### src/rtl/mem_port_arbiter.sv
// Purpose : shares one unified Memory port between instruction fetch (IF) and load/store (D).
// Latency : request seen in cycle 0 -> ack in cycle MEM_LAT+1; one grant per MEM_LAT+2 cycles.
// Backpr. : requesters hold req/fields stable until their one-cycle ack; only IDLE samples requests.
// Optional feature: define ARB_FAIRNESS_EN to bound how many D grants may pass a waiting IF.
module mem_port_arbiter #(
    parameter int MEM_LAT     = 1,
    parameter int MAX_DSTREAK = 4,
    parameter int AW          = 32
) (
    input  logic          clk,
    input  logic          rst,
    input  logic          if_req,
    input  logic [AW-1:0] if_addr,
    output logic          if_ack,
    output logic [31:0]   if_rdata,
    input  logic          d_req,
    input  logic          d_we,
    input  logic [2:0]    d_mode,
    input  logic [AW-1:0] d_addr,
    input  logic [31:0]   d_wdata,
    output logic          d_ack,
    output logic [31:0]   d_rdata,
    output logic          d_err,
    output logic          mem_read,
    output logic          mem_write,
    output logic [2:0]    mem_mode,
    output logic [AW-1:0] mem_addr,
    output logic [31:0]   mem_wdata,
    input  logic [31:0]   mem_rdata,
    output logic          busy
);

    typedef enum logic [1:0] {
        IDLE   = 2'd0,
        ACCESS = 2'd1,
        DONE   = 2'd2
    } state_t;

    // Down-counter only needs to hold MEM_LAT-1.
    localparam int CW = (MEM_LAT > 1) ? $clog2(MEM_LAT) : 1;
    localparam logic [CW-1:0] LAT_LOAD = CW'(MEM_LAT - 1);

    state_t          state_q;
    logic            owner_d_q;     // 1: current access belongs to D, 0: to IF
    logic            illegal_q;     // current D access had an illegal mode
    logic [CW-1:0]   lat_cnt_q;
    logic            mem_read_q;
    logic            mem_write_q;
    logic [2:0]      mem_mode_q;
    logic [AW-1:0]   mem_addr_q;
    logic [31:0]     mem_wdata_q;
    logic            if_ack_q;
    logic [31:0]     if_rdata_q;
    logic            d_ack_q;
    logic [31:0]     d_rdata_q;
    logic            d_err_q;
    logic            busy_q;

    logic            d_legal_d;
    logic            force_if_d;
    logic            grant_d_d;
    logic            grant_if_d;

    // Stores support W/HU/BU encodings only; loads support everything up to B signed.
    always_comb begin
        d_legal_d = 1'b0;
        if (d_we) begin
            d_legal_d = (d_mode <= 3'b010);
        end else begin
            d_legal_d = (d_mode <= 3'b100);
        end
    end

`ifdef ARB_FAIRNESS_EN
    localparam int SW = $clog2(MAX_DSTREAK + 1);
    logic [SW-1:0] streak_q;

    // Once D has passed a waiting IF MAX_DSTREAK times, IF takes the next slot.
    assign force_if_d = if_req && (streak_q >= SW'(MAX_DSTREAK));

    // Count D grants made over a waiting IF; any IF grant or idle IF clears it.
    always_ff @(posedge clk or posedge rst) begin
        if (rst) begin
            streak_q <= '0;
        end else if (state_q == IDLE) begin
            if (!if_req || grant_if_d) begin
                streak_q <= '0;
            end else if (grant_d_d) begin
                streak_q <= streak_q + 1'b1;
            end
        end
    end
`else
    // Strict D priority: IF may starve while D keeps requesting.
    assign force_if_d = 1'b0;
`endif

    // D normally wins a collision because a load/store stalls the pipe longer than a fetch.
    always_comb begin
        grant_d_d  = 1'b0;
        grant_if_d = 1'b0;
        if (d_req && !force_if_d) begin
            grant_d_d = 1'b1;
        end else if (if_req) begin
            grant_if_d = 1'b1;
        end
    end

    // Access sequencer: grant in IDLE, hold strobes MEM_LAT cycles, ack in DONE.
    always_ff @(posedge clk or posedge rst) begin
        if (rst) begin
            state_q     <= IDLE;
            owner_d_q   <= 1'b0;
            illegal_q   <= 1'b0;
            lat_cnt_q   <= '0;
            mem_read_q  <= 1'b0;
            mem_write_q <= 1'b0;
            mem_mode_q  <= 3'b000;
            mem_addr_q  <= '0;
            mem_wdata_q <= '0;
            if_ack_q    <= 1'b0;
            if_rdata_q  <= '0;
            d_ack_q     <= 1'b0;
            d_rdata_q   <= '0;
            d_err_q     <= 1'b0;
            busy_q      <= 1'b0;
        end else begin
            // Acks and error flag are single-cycle pulses.
            if_ack_q <= 1'b0;
            d_ack_q  <= 1'b0;
            d_err_q  <= 1'b0;
            case (state_q)
                IDLE: begin
                    if (grant_d_d) begin
                        owner_d_q   <= 1'b1;
                        illegal_q   <= ~d_legal_d;
                        mem_addr_q  <= d_addr;
                        mem_mode_q  <= d_mode;
                        mem_wdata_q <= d_wdata;
                        // An illegal request still walks the FSM but never touches Memory.
                        mem_read_q  <= ~d_we & d_legal_d;
                        mem_write_q <= d_we & d_legal_d;
                        lat_cnt_q   <= LAT_LOAD;
                        busy_q      <= 1'b1;
                        state_q     <= ACCESS;
                    end else if (grant_if_d) begin
                        owner_d_q   <= 1'b0;
                        illegal_q   <= 1'b0;
                        mem_addr_q  <= if_addr;
                        mem_mode_q  <= 3'b000;
                        mem_wdata_q <= '0;
                        mem_read_q  <= 1'b1;
                        mem_write_q <= 1'b0;
                        lat_cnt_q   <= LAT_LOAD;
                        busy_q      <= 1'b1;
                        state_q     <= ACCESS;
                    end
                end
                ACCESS: begin
                    if (lat_cnt_q == '0) begin
                        // Last strobe cycle: capture read data for the owner only.
                        mem_read_q  <= 1'b0;
                        mem_write_q <= 1'b0;
                        state_q     <= DONE;
                        if (owner_d_q) begin
                            d_ack_q   <= 1'b1;
                            d_err_q   <= illegal_q;
                            d_rdata_q <= illegal_q ? 32'h0 : mem_rdata;
                        end else begin
                            if_ack_q   <= 1'b1;
                            if_rdata_q <= mem_rdata;
                        end
                    end else begin
                        lat_cnt_q <= lat_cnt_q - 1'b1;
                    end
                end
                DONE: begin
                    busy_q  <= 1'b0;
                    state_q <= IDLE;
                end
                default: begin
                    mem_read_q  <= 1'b0;
                    mem_write_q <= 1'b0;
                    busy_q      <= 1'b0;
                    state_q     <= IDLE;
                end
            endcase
        end
    end

    assign if_ack    = if_ack_q;
    assign if_rdata  = if_rdata_q;
    assign d_ack     = d_ack_q;
    assign d_rdata   = d_rdata_q;
    assign d_err     = d_err_q;
    assign mem_read  = mem_read_q;
    assign mem_write = mem_write_q;
    assign mem_mode  = mem_mode_q;
    assign mem_addr  = mem_addr_q;
    assign mem_wdata = mem_wdata_q;
    assign busy      = busy_q;

endmodule
### config.mk
export PLATFORM = sky130hd
export DESIGN_NAME = mem_port_arbiter
export DESIGN_NICKNAME = d
export VERILOG_FILES = /design/src/rtl/mem_port_arbiter.sv
export SDC_FILE = /design/constraint.sdc
export NUM_CORES = 1
export LEC_CHECK = 0
export CAP_MARGIN = 5
export CORE_ASPECT_RATIO = 0.75
export CORE_MARGIN = 2
export CORE_UTILIZATION = 41
export CTS_CLUSTER_DIAMETER = 60
export CTS_CLUSTER_SIZE = 24
export DETAILED_ROUTE_END_ITERATION = 10
export MAX_ROUTING_LAYER = met4
export PLACE_DENSITY = 0.8
export SKIP_LAST_GASP = 1
export SLEW_MARGIN = 20
export SYNTH_ARGS = -nofsm -noshare
export SYNTH_HDL_FRONTEND = slang
export SYNTH_SLANG_ARGS = --single-unit
### constraint.sdc
create_clock -name clk -period 6.4 [get_ports clk]
set_input_delay 1.28 -clock clk [delete_from_list [all_inputs] [get_ports clk]]
set_output_delay 1.28 -clock clk [all_outputs]
set_load 0.005 [all_outputs]
# Word-level counts from Yosys, hierarchy flattened
# Cells that the tools add are included.
classes:
  n_addsub: 1
  bitwise: 8
  n_mux: 38
  reduce_logical: 10
  eq_ne: 4
  magnitude_cmp: 2
op_table:
  columns: ["cell", "count"]
  rows:
  - ["two-way mux 32 bit", 5]
  - ["two-way mux 1 bit", 23]
  - ["AND reduction 3 bit", 3]
  - ["AND reduction 2 bit", 4]
  - ["two-way mux 2 bit", 3]
  - ["two-way mux 3 bit", 2]
  - ["inverter 1 bit", 6]
  - ["case mux 1 bit (3 select lines)", 2]
  - ["case mux 1 bit (2 select lines)", 2]
  - ["case mux 2 bit (2 select lines)", 1]
  - ["nonzero test 2 bit", 2]
  - ["<= comparator 3 x 2 -> 1 bit, second input constant", 1]
  - ["<= comparator 3 bit, second input constant", 1]
  - ["!= test 3 bit, second input constant", 1]
  - ["AND 1 bit", 2]
  - ["equality test 2 x 1 -> 1 bit, second input constant", 1]
  - ["equality test 2 bit, second input constant", 1]
  - ["logical NOT 2 bit", 1]
  - ["!= test 2 bit, second input constant", 1]
  - ["subtractor 1 bit, second input constant", 1]
word_totals:
  out_inout_bits: 137
  reg_bits: 142

# Longest topological paths before layout
# Gate-level depths: netlist (run 1).
depth:
  word_depth: 5
  mapped_depth: 6

# Worst setup path after synthesis (run 1)
# OpenSTA, ideal clock, no wires.
synth_timing:
  path_kind: "input to register"
  startpoint: "input port d_req"
  endpoint: "register mem_mode_q[2] (netlist: mem_mode[2])"
  setup_slack_ns: 4.072
  required_ns: 6.279
  path_buffers: 3
  arrival_time_ns: 2.207
  stages: 6
  cell_sequence: "buf_4 o21bai_4 or2_1 buf_2 buf_6 a22o_1"
synth_via:
  elab_chain_cells: 3
  word_cells_on_any_way: 5
  classes_between: "mux: 3; reduce/logical: 2"
synth_lines:
  columns: ["element", "line_no", "source"]
  rows:
  - ["start, declared", "16", "input logic d_req,"]
  - ["two-way mux 1 bit", "102", "if (d_req && !force_if_d) begin"]
  - ["nonzero test 2 bit (no source line)", null, null]
  - ["AND reduction 2 bit (no source line)", null, null]
  - ["end signal, assigned", "138", "mem_mode_q <= d_mode;"]
  - ["end, declared", "49", "logic [2:0] mem_mode_q;"]
# Parallel ways exist; a longest one is shown, timed or not.
# A chain may end at the register's enable or synchronous reset.

# Worst setup path after layout (run 1)
layout_timing:
  startpoint: "input port d_req"
  endpoint: "register mem_wdata_q[26] (netlist: mem_wdata[26])"
layout_via:
  elab_chain_cells: 3
  word_cells_on_any_way: 5
  classes_between: "mux: 3; reduce/logical: 2"
layout_lines:
  columns: ["element", "line_no", "source"]
  rows:
  - ["two-way mux 1 bit", "102", null]
  - ["nonzero test 2 bit (no source line)", null, null]
  - ["AND reduction 2 bit (no source line)", null, null]
  - ["end signal, assigned", "139", "mem_wdata_q <= d_wdata;"]
  - ["end, declared", "51", "logic [31:0] mem_wdata_q;"]
# Parallel ways exist; a longest one is shown, timed or not.

==> results of run 1 <==
-- cell usage in the layout (no fill, tap or decap), drive strengths merged, types with 2 or more instances in the layout --
cell type,instances
clkdlybuf4s50,271
dfrtp,141
o21ai,100
nand2,66
a22o,36
mux2i,32
mux2,32
clkbuf,19
inv,11
clkinv,8
buf,5
nor2b,3
a21oi,2
-- metrics by stage --
step	worst slack [ns]	std cells	area, sq um	hold WS [ns]	total power [mW]
2_1_floorplan	1.34	465	5750	0.470	2.35
3_3_place_gp	2.61	879	8500	0.468	3.33
3_5_place_dp	2.86	879	8500	0.475	3.39
4_1_cts	3.30	911	9060	0.489	4.33
5_1_grt	3.11	911	9060	0.518	4.55
6_report	3.28	911	9060	0.485	4.29
-- cells by family (layout without fill, tap and decap cells) --
group	after synthesis	count (layout)	synth area share
buffers and inverters	44	315	0.0446
multiplexers	64	64	0.137
AND/OR/NAND/NOR	75	75	0.0550
flip-flops	141	141	0.613
AO/OA/AOI/OAI	141	141	0.150
-- worst max-delay path, stage by stage --
cell and delay [ns]:
buf_2 0.41, o21bai_4 0.72, or2_4 0.75, a22o_1 0.26
-- cell type report --
| cell class | instances | area share |
|---|---|---|
| Timing Repair Buffer | 276 | 0.303 |
| Sequential cell | 141 | 0.389 |
| Inverter | 7 | 0.00345 |
| Tap cell | 175 | 0.0242 |
| Clock inverter | 13 | 0.0120 |
| Clock buffer | 19 | 0.0500 |
| Multi-Input combinational cell | 280 | 0.218 |
-- power groups by stage --
stage / logic [mW] / clock network (mW) / registers (mW)
2_1_floorplan: 0.807 / 0 / 1.55
6_report: 1.80 / 0.917 / 1.57
4_1_cts: 1.83 / 0.937 / 1.57
5_1_grt: 1.95 / 0.982 / 1.62
3_3_place_gp: 1.77 / 0 / 1.55
3_5_place_dp: 1.82 / 0 / 1.57
-- synth_stat cells, types with 4 or more instances --
cell type  instances  area, sq um
inv_1              4         15.0
dfrtp_1          141         3530
nand2_1           66          248
a22o_1            36          315
mux2_4            29          435
o21ai_1           65          325
o21ai_0           35          175
clkbuf_1          11         41.3
buf_2             16         80.1
buf_6              9          101
mux2i_1           32          320
-- worst max path at each step --
stage          start                        end  slack (ns)
5_1_grt        d_req    mem_addr[9]$_DFFE_PP0P_        3.11
2_1_floorplan    rst           busy$_DFFE_PP0P_        1.34
4_1_cts        d_req    mem_addr[9]$_DFFE_PP0P_        3.30
6_report       d_req  mem_wdata[26]$_DFFE_PP0P_        3.28
3_3_place_gp   d_req  mem_wdata[16]$_DFFE_PP0P_        2.61
3_5_place_dp   d_req  mem_wdata[13]$_DFFE_PP0P_        2.86
-- flip-flops by register name, indices dropped and copies added (netlist names), 2 cells and up --
signal     cells
mem_addr      32
state_q        2
d_rdata       32
if_rdata      32
mem_wdata     32
mem_mode       3
-- layer usage --
layer,vias to the layer above,track usage
met3,16,0.0612
met2,185,0.353
li1,2143,-
met4,0,0.0621
met1,2324,0.270
met5,-,-
==> impl_metrics.ini, run 1 <==
[route]
vias = 4668
drtIter0Drc = 227
met2WireLength_mm = 7.78
wl_met1_mm = 6.74
first_pass_iters = 4
wire_per_inst_um = 17.3
totalWireLength_mm = 15.7
ant_nets = 0
viasPerCell = 5.12
dr.max_layer_used = met4
wl_met3_mm = 1.01
drc = 0

[setup_path]
cp_max_fo = 71
r2r_end = if_rdata[31]$_DFFE_PP0P_
cp.arrival_ns = 3.46
cp_data_required_time_ns = 6.74
critPathLaunchType = input pin
r2r_slack_ns = 3.86
reg2reg_depth = 4
end_kind = flip-flop
reg2reg_from = state_q[0]$_DFFE_PP0P_
critPathKind = input pin to flip-flop

[global_route]
antenna_found_initial = 0
grt_max_degree = 81
grt_pass1_wl_mm = 24.9
grtUsageTotal = 0.218
grt_pass1_vias = 4685
grt-ovfl-total = 0

[flow_run]
cap_viol_max_count = 0

[min_path]
worstHoldPathCells = 2
hp-class = flip-flop to flip-flop
whs_endpoint = d_rdata[23]$_DFFE_PP0P_
worstHoldStart = d_rdata[23]$_DFFE_PP0P_

[power_and_ir_drop]
power_density_mw_per_mm2 = 473
power_leakage_nw = 4.00
irDropWorstVdd_mv = 0.193
p_seq_frac = 0.366
clockPowerShare = 0.214
p_int_mw = 2.95
power_switching_mw = 1.34
sw_frac_of_total = 0.312
combPwrFrac = 0.420

[yosys]
synthesis.nets = 601
synth_ff_type = dfrtp_1
syn_inst = 465
synth_warnings = 0
ys_types = 27
synth_edf_count = 0
async_flop_share = 1.00
synth.avg_cell_area_sq_um = 12.4
syn_area_sq_mm = 0.00575
ys_seq_elements = 141
seq_area_frac_synth = 0.613

[timing]
drv_slew = 0
rsz0062_at_grt = no
post-route-period-util = 0.488
maxSlewHeadroom = 0.278
skew_ns = 0.0125
hold_viol_final = 0
fin_crit_ns = 3.12
finalSetupTns_ns = 0
tightestPinTransition_ns = 1.08
fmaxAchievable_mhz = 320
finalSetupViolCount = 0

[clock_network]
clk_latency_ns = 0.41
root_buffer = clkbuf_16
clockBufferDepth = 2
cts_tree = yes
cts_resized = 0
clk_pin_slew_ns = 0.06
h-tree-depth = 4
ctsHoldBuffers = 0
cts_buffers = 17
clock_sinks = 141
post-cts-setup-buffers = 0

[floorplan]
dieArea_sq_mm = 0.0150
start_util = 0.420
io_pins = 273
rows = 37
die_x_um = 141
die_h_um = 107
core_sq_mm = 0.0137

[finish]
drive_gt1_frac = 0.102
utilization = 0.661
nets = 859
area_delta_synth_final_pct = 57.5
seq_area_sq_mm = 0.00353
diodes = 0
multiInputGateArea_sq_mm = 0.00197
nFillCells = 1019

[place]
dp_hpwl_mm = 11.0
gp_congestion = 0.819
io_buffer_count = 272

[status]
status = finished, final reports clean
(Power assumes the default switching activity.)
==> inputs of run 2 (changes only) <==
- CORE_UTILIZATION: 41 -> 37
- PLACE_DENSITY: 0.8 -> 0.77
- clock period: 6.4 -> 2.65 ns (I/O delays scaled with it)
==> run 2 against run 1 <==
Effect of this change: total power increased by 150%; final area increased by 1.6%; cell count increased by 4.0%; worst hold slack got worse by 0.0019 ns; core utilization decreased by 5.6 points; highest routed layer unchanged; first-iteration DRC count decreased by 12%; count of clock-buffer cells in the layout increased by 1; combinational power increased by 150%; clock power increased to 2.6 times the previous value; register-to-register slack got worse by 3.2 ns; sequential cell count unchanged; largest power group unchanged.
==> impl_metrics.ini, run 2 (synthesis gave the netlist of run 1 again) <==
[status]
status = finished, final reports clean

[power_and_ir_drop]
irDropWorstVdd_mv = 0.495
power_density_mw_per_mm2 = 1150
power_leakage_nw = 4.05

[route]
drtIter0Drc = 200
drc = 0
first_pass_iters = 4
vias = 4565
ant_nets = 0
totalWireLength_mm = 15.5
wire_per_inst_um = 16.4
viasPerCell = 4.82

[timing]
skew_ns = 0.00667
maxSlewHeadroom = 0.327
finalSetupTns_ns = 0
hold_viol_final = 0
post-route-period-util = 0.773
rsz0062_at_grt = no
drv_slew = 0
tightestPinTransition_ns = 1.01
fmaxAchievable_mhz = 488
fin_crit_ns = 2.05
setup_slack_ns = 0.602
finalSetupViolCount = 0

[min_path]
whs_endpoint = d_rdata[16]$_DFFE_PP0P_
worstHoldStart = d_rdata[16]$_DFFE_PP0P_
hp-class = flip-flop to flip-flop
worstHoldPathCells = 2

[place]
placed_area_sq_mm = 0.00861
dp_hpwl_mm = 11.1
pre_cts_slack_ns = 0.165
gp_congestion = 0.817
io_buffer_count = 272

[clock_network]
clk_latency_ns = 0.41
root_buffer = clkbuf_16
cts_buffers = 17
clk_pin_slew_ns = 0.06
ctsHoldBuffers = 0
h-tree-depth = 4
post-cts-setup-buffers = 0
cts_tree = yes
clockBufferDepth = 2
cts_resized = 0
clock_sinks = 141

[finish]
final_cell_mix = clkdlybuf4s50_1 (271), dfrtp_1 (141), nand2_1 (66), o21ai_1 (65), a22o_1 (36)
area_delta_synth_final_pct = 60.1
diodes = 0
fin_area_sq_mm = 0.00921
layout_commonest_cell = clkdlybuf4s50_1
drive_gt1_frac = 0.108
nets = 866
nFillCells = 1216

[floorplan]
die_h_um = 112
dieArea_sq_mm = 0.0166
start_util = 0.378
rows = 39
die_x_um = 148
io_pins = 273
core_sq_mm = 0.0152

[global_route]
grt_pass1_vias = 4754
grtUsageTotal = 0.198
grt_pass1_wl_mm = 24.9
grt-ovfl-total = 0
antenna_found_initial = 0
grt_max_degree = 142

[setup_path]
cp_data_required_time_ns = 2.93
end_kind = flip-flop
r2r_end = mem_addr[5]$_DFFE_PP0P_
reg2reg_depth = 4
cp.arrival_ns = 2.33
critPathLaunch = if_req
reg2reg_from = state_q[0]$_DFFE_PP0P_
r2r_slack_ns = 0.68
critPathKind = input pin to flip-flop
cp_max_fo = 53
critPathLaunchType = input pin

[flow_run]
cap_viol_max_count = 0
[run 2: changes by cell type in the layout (fill, tap and decap cells not counted), sizes merged]
cell      change
buf           +7
inv           -5
bufinv        +3
clkinv        -2
clkinvlp      +2
clkbuf        +1
[run 2: final cells by class]
cell class / instances / area (sq um) / area share
inverter: 7 / 30.0 / 0.00326
multi-input combinational: 280 / 1970 / 0.214
tap: 205 / 256 / 0.0279
clock inverter: 11 / 143 / 0.0155
clock buffer: 20 / 457 / 0.0496
timing repair buffer: 283 / 2830 / 0.307
sequential: 141 / 3530 / 0.383
[run 2: worst max path at each step]
stage,to,cells after the start
finish,mem_addr[5]$_DFFE_PP0P_,5
global route,mem_addr[10]$_DFFE_PP0P_,5
CTS,mem_addr[5]$_DFFE_PP0P_,5
detailed placement,mem_addr[5]$_DFFE_PP0P_,5
global placement,mem_addr[10]$_DFFE_PP0P_,5
floorplan,busy$_DFFE_PP0P_,1
[run 2: power by group]
part	internal, mW	switching, mW	leakage, nW	total [mW]
logic	2.77	1.71	2.01	4.49
clock network	1.52	0.879	0.292	2.40
registers	3.15	0.560	1.75	3.71
[run 2: worst max-delay path, cell delays in order]
cell	delay (ns)
clkdlybuf4s50_1	0.44
o21bai_4	0.12
or2_2	0.79
buf_4	0.33
o21ai_1	0.11
[run 2: stage by stage]
stage          utilization  std cells  hold slack, ns  power, mW
2_1_floorplan            -        465           0.470       5.69
3_3_place_gp         0.566        916           0.469       8.13
3_5_place_dp         0.566        916           0.477       8.26
4_1_cts              0.605        947           0.490       10.7
5_1_grt              0.605        947           0.508       11.2
6_report             0.605        947           0.483       10.6
[run 2: routing by layer]
| metal | vias to the layer above | routed length (um) | track usage |
|---|---|---|---|
| li1 | 2164 | - | - |
| met1 | 2177 | 6690 | 0.245 |
| met2 | 197 | 7380 | 0.309 |
| met3 | 27 | 1110 | 0.0607 |
| met4 | 0 | 339 | 0.0711 |
| met5 | - | 0 | - |
==> inputs of run 3 (changes only) <==
- CORE_UTILIZATION: 37 -> 41
- PLACE_DENSITY: 0.77 -> 0.8
- clock period: 2.65 -> 1.9 ns (I/O delays scaled with it)
==> run 3 against run 2 <==
Effect of this change: global-route usage grew 2.2 points; via count is 2.6% higher; critical path type is now flip-flop to flip-flop; total power rose by 45%; critical path depth is the same.
==> impl_metrics.ini, run 3 (synthesis gave the netlist of run 1 again) <==
[route]
ant_nets = 0
totalWireLength_mm = 16.2
first_pass_iters = 4
drtIter0Drc = 161
drc = 0
wire_per_inst_um = 17.5
viasPerCell = 5.08
vias = 4683

[clock_network]
clock_sinks = 141
cts_resized = 1
clk_latency_ns = 0.41
clk_pin_slew_ns = 0.06
ctsHoldBuffers = 0
clockBufferDepth = 2
cts_tree = yes
h-tree-depth = 4
root_buffer = clkbuf_16
post-cts-setup-buffers = 0
cts_buffers = 17

[finish]
drive_gt1_frac = 0.113
area_delta_synth_final_pct = 62.0
diodes = 0
seq_area_sq_mm = 0.00353
fin_area_sq_mm = 0.00932
layout_commonest_cell = clkdlybuf4s50_1
multiInputGateArea_sq_mm = 0.00197
final_cell_mix = clkdlybuf4s50_1 (271), dfrtp_1 (141), nand2_1 (66), o21ai_1 (65), a22o_1 (36)
nets = 869
nFillCells = 995

[timing]
fin_crit_ns = 1.74
rsz0062_at_grt = no
drv_slew = 0
maxSlewHeadroom = 0.617
timing.hold.ws_ns = 0.440
hold_viol_final = 0
fmaxAchievable_mhz = 575
tightestPinTransition_ns = 0.574
skew_ns = 0.00915
post-route-period-util = 0.915
finalSetupViolCount = 0

[min_path]
hp-class = input pin to asynchronous set/reset pin

[global_route]
grt-ovfl-total = 0
grtUsageTotal = 0.220
grt_max_degree = 81
grt_pass1_wl_mm = 25.2
grt_pass1_vias = 4837
antenna_found_initial = 0

[setup_path]
cp_num_buf_inv = 2
cp_cell_sequence = buf_4, nor2b_2, nor2b_4, buf_12, mux2_1
critPathLaunchType = flip-flop
end_kind = flip-flop
cp_max_fo = 33
max_stage_delay_ns = 0.39
slowest_stage = dfrtp_1
path_delay_family = buffers and inverters
cp_data_required_time_ns = 2.18
critPathKind = flip-flop to flip-flop
cp.arrival_ns = 2.02

[floorplan]
io_pins = 273
core_sq_mm = 0.0137
die_x_um = 141
die_h_um = 107
dieArea_sq_mm = 0.0150
start_util = 0.420
rows = 37

[power_and_ir_drop]
clockPowerShare = 0.247
power_density_mw_per_mm2 = 1650
combPwrFrac = 0.416
sw_frac_of_total = 0.295
p_seq_frac = 0.337
power_switching_mw = 4.53
p_int_mw = 10.8
irDropWorstVdd_mv = 0.730
power_leakage_nw = 4.12

[place]
gp_congestion = 0.816
dp_hpwl_mm = 11.4
placed_area_sq_mm = 0.00863
io_buffer_count = 272

[flow_run]
cap_viol_max_count = 0

[status]
status = finished, final reports clean
run 3: cell type report:
| cell class | instances | area share |
|---|---|---|
| clock inverter | 13 | 0.0254 |
| tap | 175 | 0.0235 |
| clock buffer | 19 | 0.0475 |
| multi-input combinational | 280 | 0.212 |
| inverter | 7 | 0.00322 |
| timing repair buffer | 286 | 0.310 |
| sequential | 141 | 0.379 |
run 3: layer usage:
metal / GRT usage / part of all wire / up-vias / wire (um)
met5: - / 0 / - / 0
met4: 0.0629 / 0.013 / 0 / 215
met3: 0.0572 / 0.063 / 19 / 1020
met2: 0.367 / 0.50 / 184 / 8030
met1: 0.269 / 0.43 / 2308 / 6890
li1: - / - / 2172 / -
run 3: power by group through the flow:
stage                     Sequential (mW)  Combinational, mW  Clock, mW
after global routing                 5.34               6.87       3.99
after CTS                            5.18               6.46       3.85
after global placement               5.12               6.25          0
after floorplan                      5.21               2.72          0
final                                5.18               6.39       3.79
after detailed placement             5.18               6.43          0
run 3: worst paths after layout:
kind                                          from                   endpoint  cells after the start  slack [ns]
setup / recovery            state_q[0]$_DFFE_PP0P_   if_rdata[31]$_DFFE_PP0P_                      5        0.16
hold / removal                                 rst   if_rdata[19]$_DFFE_PP0P_                      3        0.44
setup reg to reg            state_q[0]$_DFFE_PP0P_   if_rdata[31]$_DFFE_PP0P_                      5        0.16
hold reg to reg            d_rdata[21]$_DFFE_PP0P_    d_rdata[21]$_DFFE_PP0P_                      2        0.48
max in group asynchronous                      rst  mem_wdata[30]$_DFFE_PP0P_                      3        1.08
min in group clk                             d_req       mem_read$_DFFE_PP0P_                      4        0.48
run 3: worst min-delay path: cells and delay by family:
| family | cells | cell delay [ns] |
|---|---|---|
| buffers and inverters | 3 | 0.86 |
run 3: metrics by stage:
| step | util | TNS (ns) | cells | total power [mW] | worst slack [ns] |
|---|---|---|---|---|---|
| after global routing | 0.680 | 0 | 921 | 16.2 | 0.0913 |
| after detailed placement | 0.630 | -1.56 | 889 | 11.6 | -0.119 |
| after CTS | 0.680 | 0 | 921 | 15.5 | 0.168 |
| final | 0.680 | 0 | 921 | 15.4 | 0.162 |
| after global placement | 0.630 | -0.233 | 889 | 11.4 | -0.0167 |
| after floorplan | - | -34.27 | 465 | 7.93 | -0.243 |
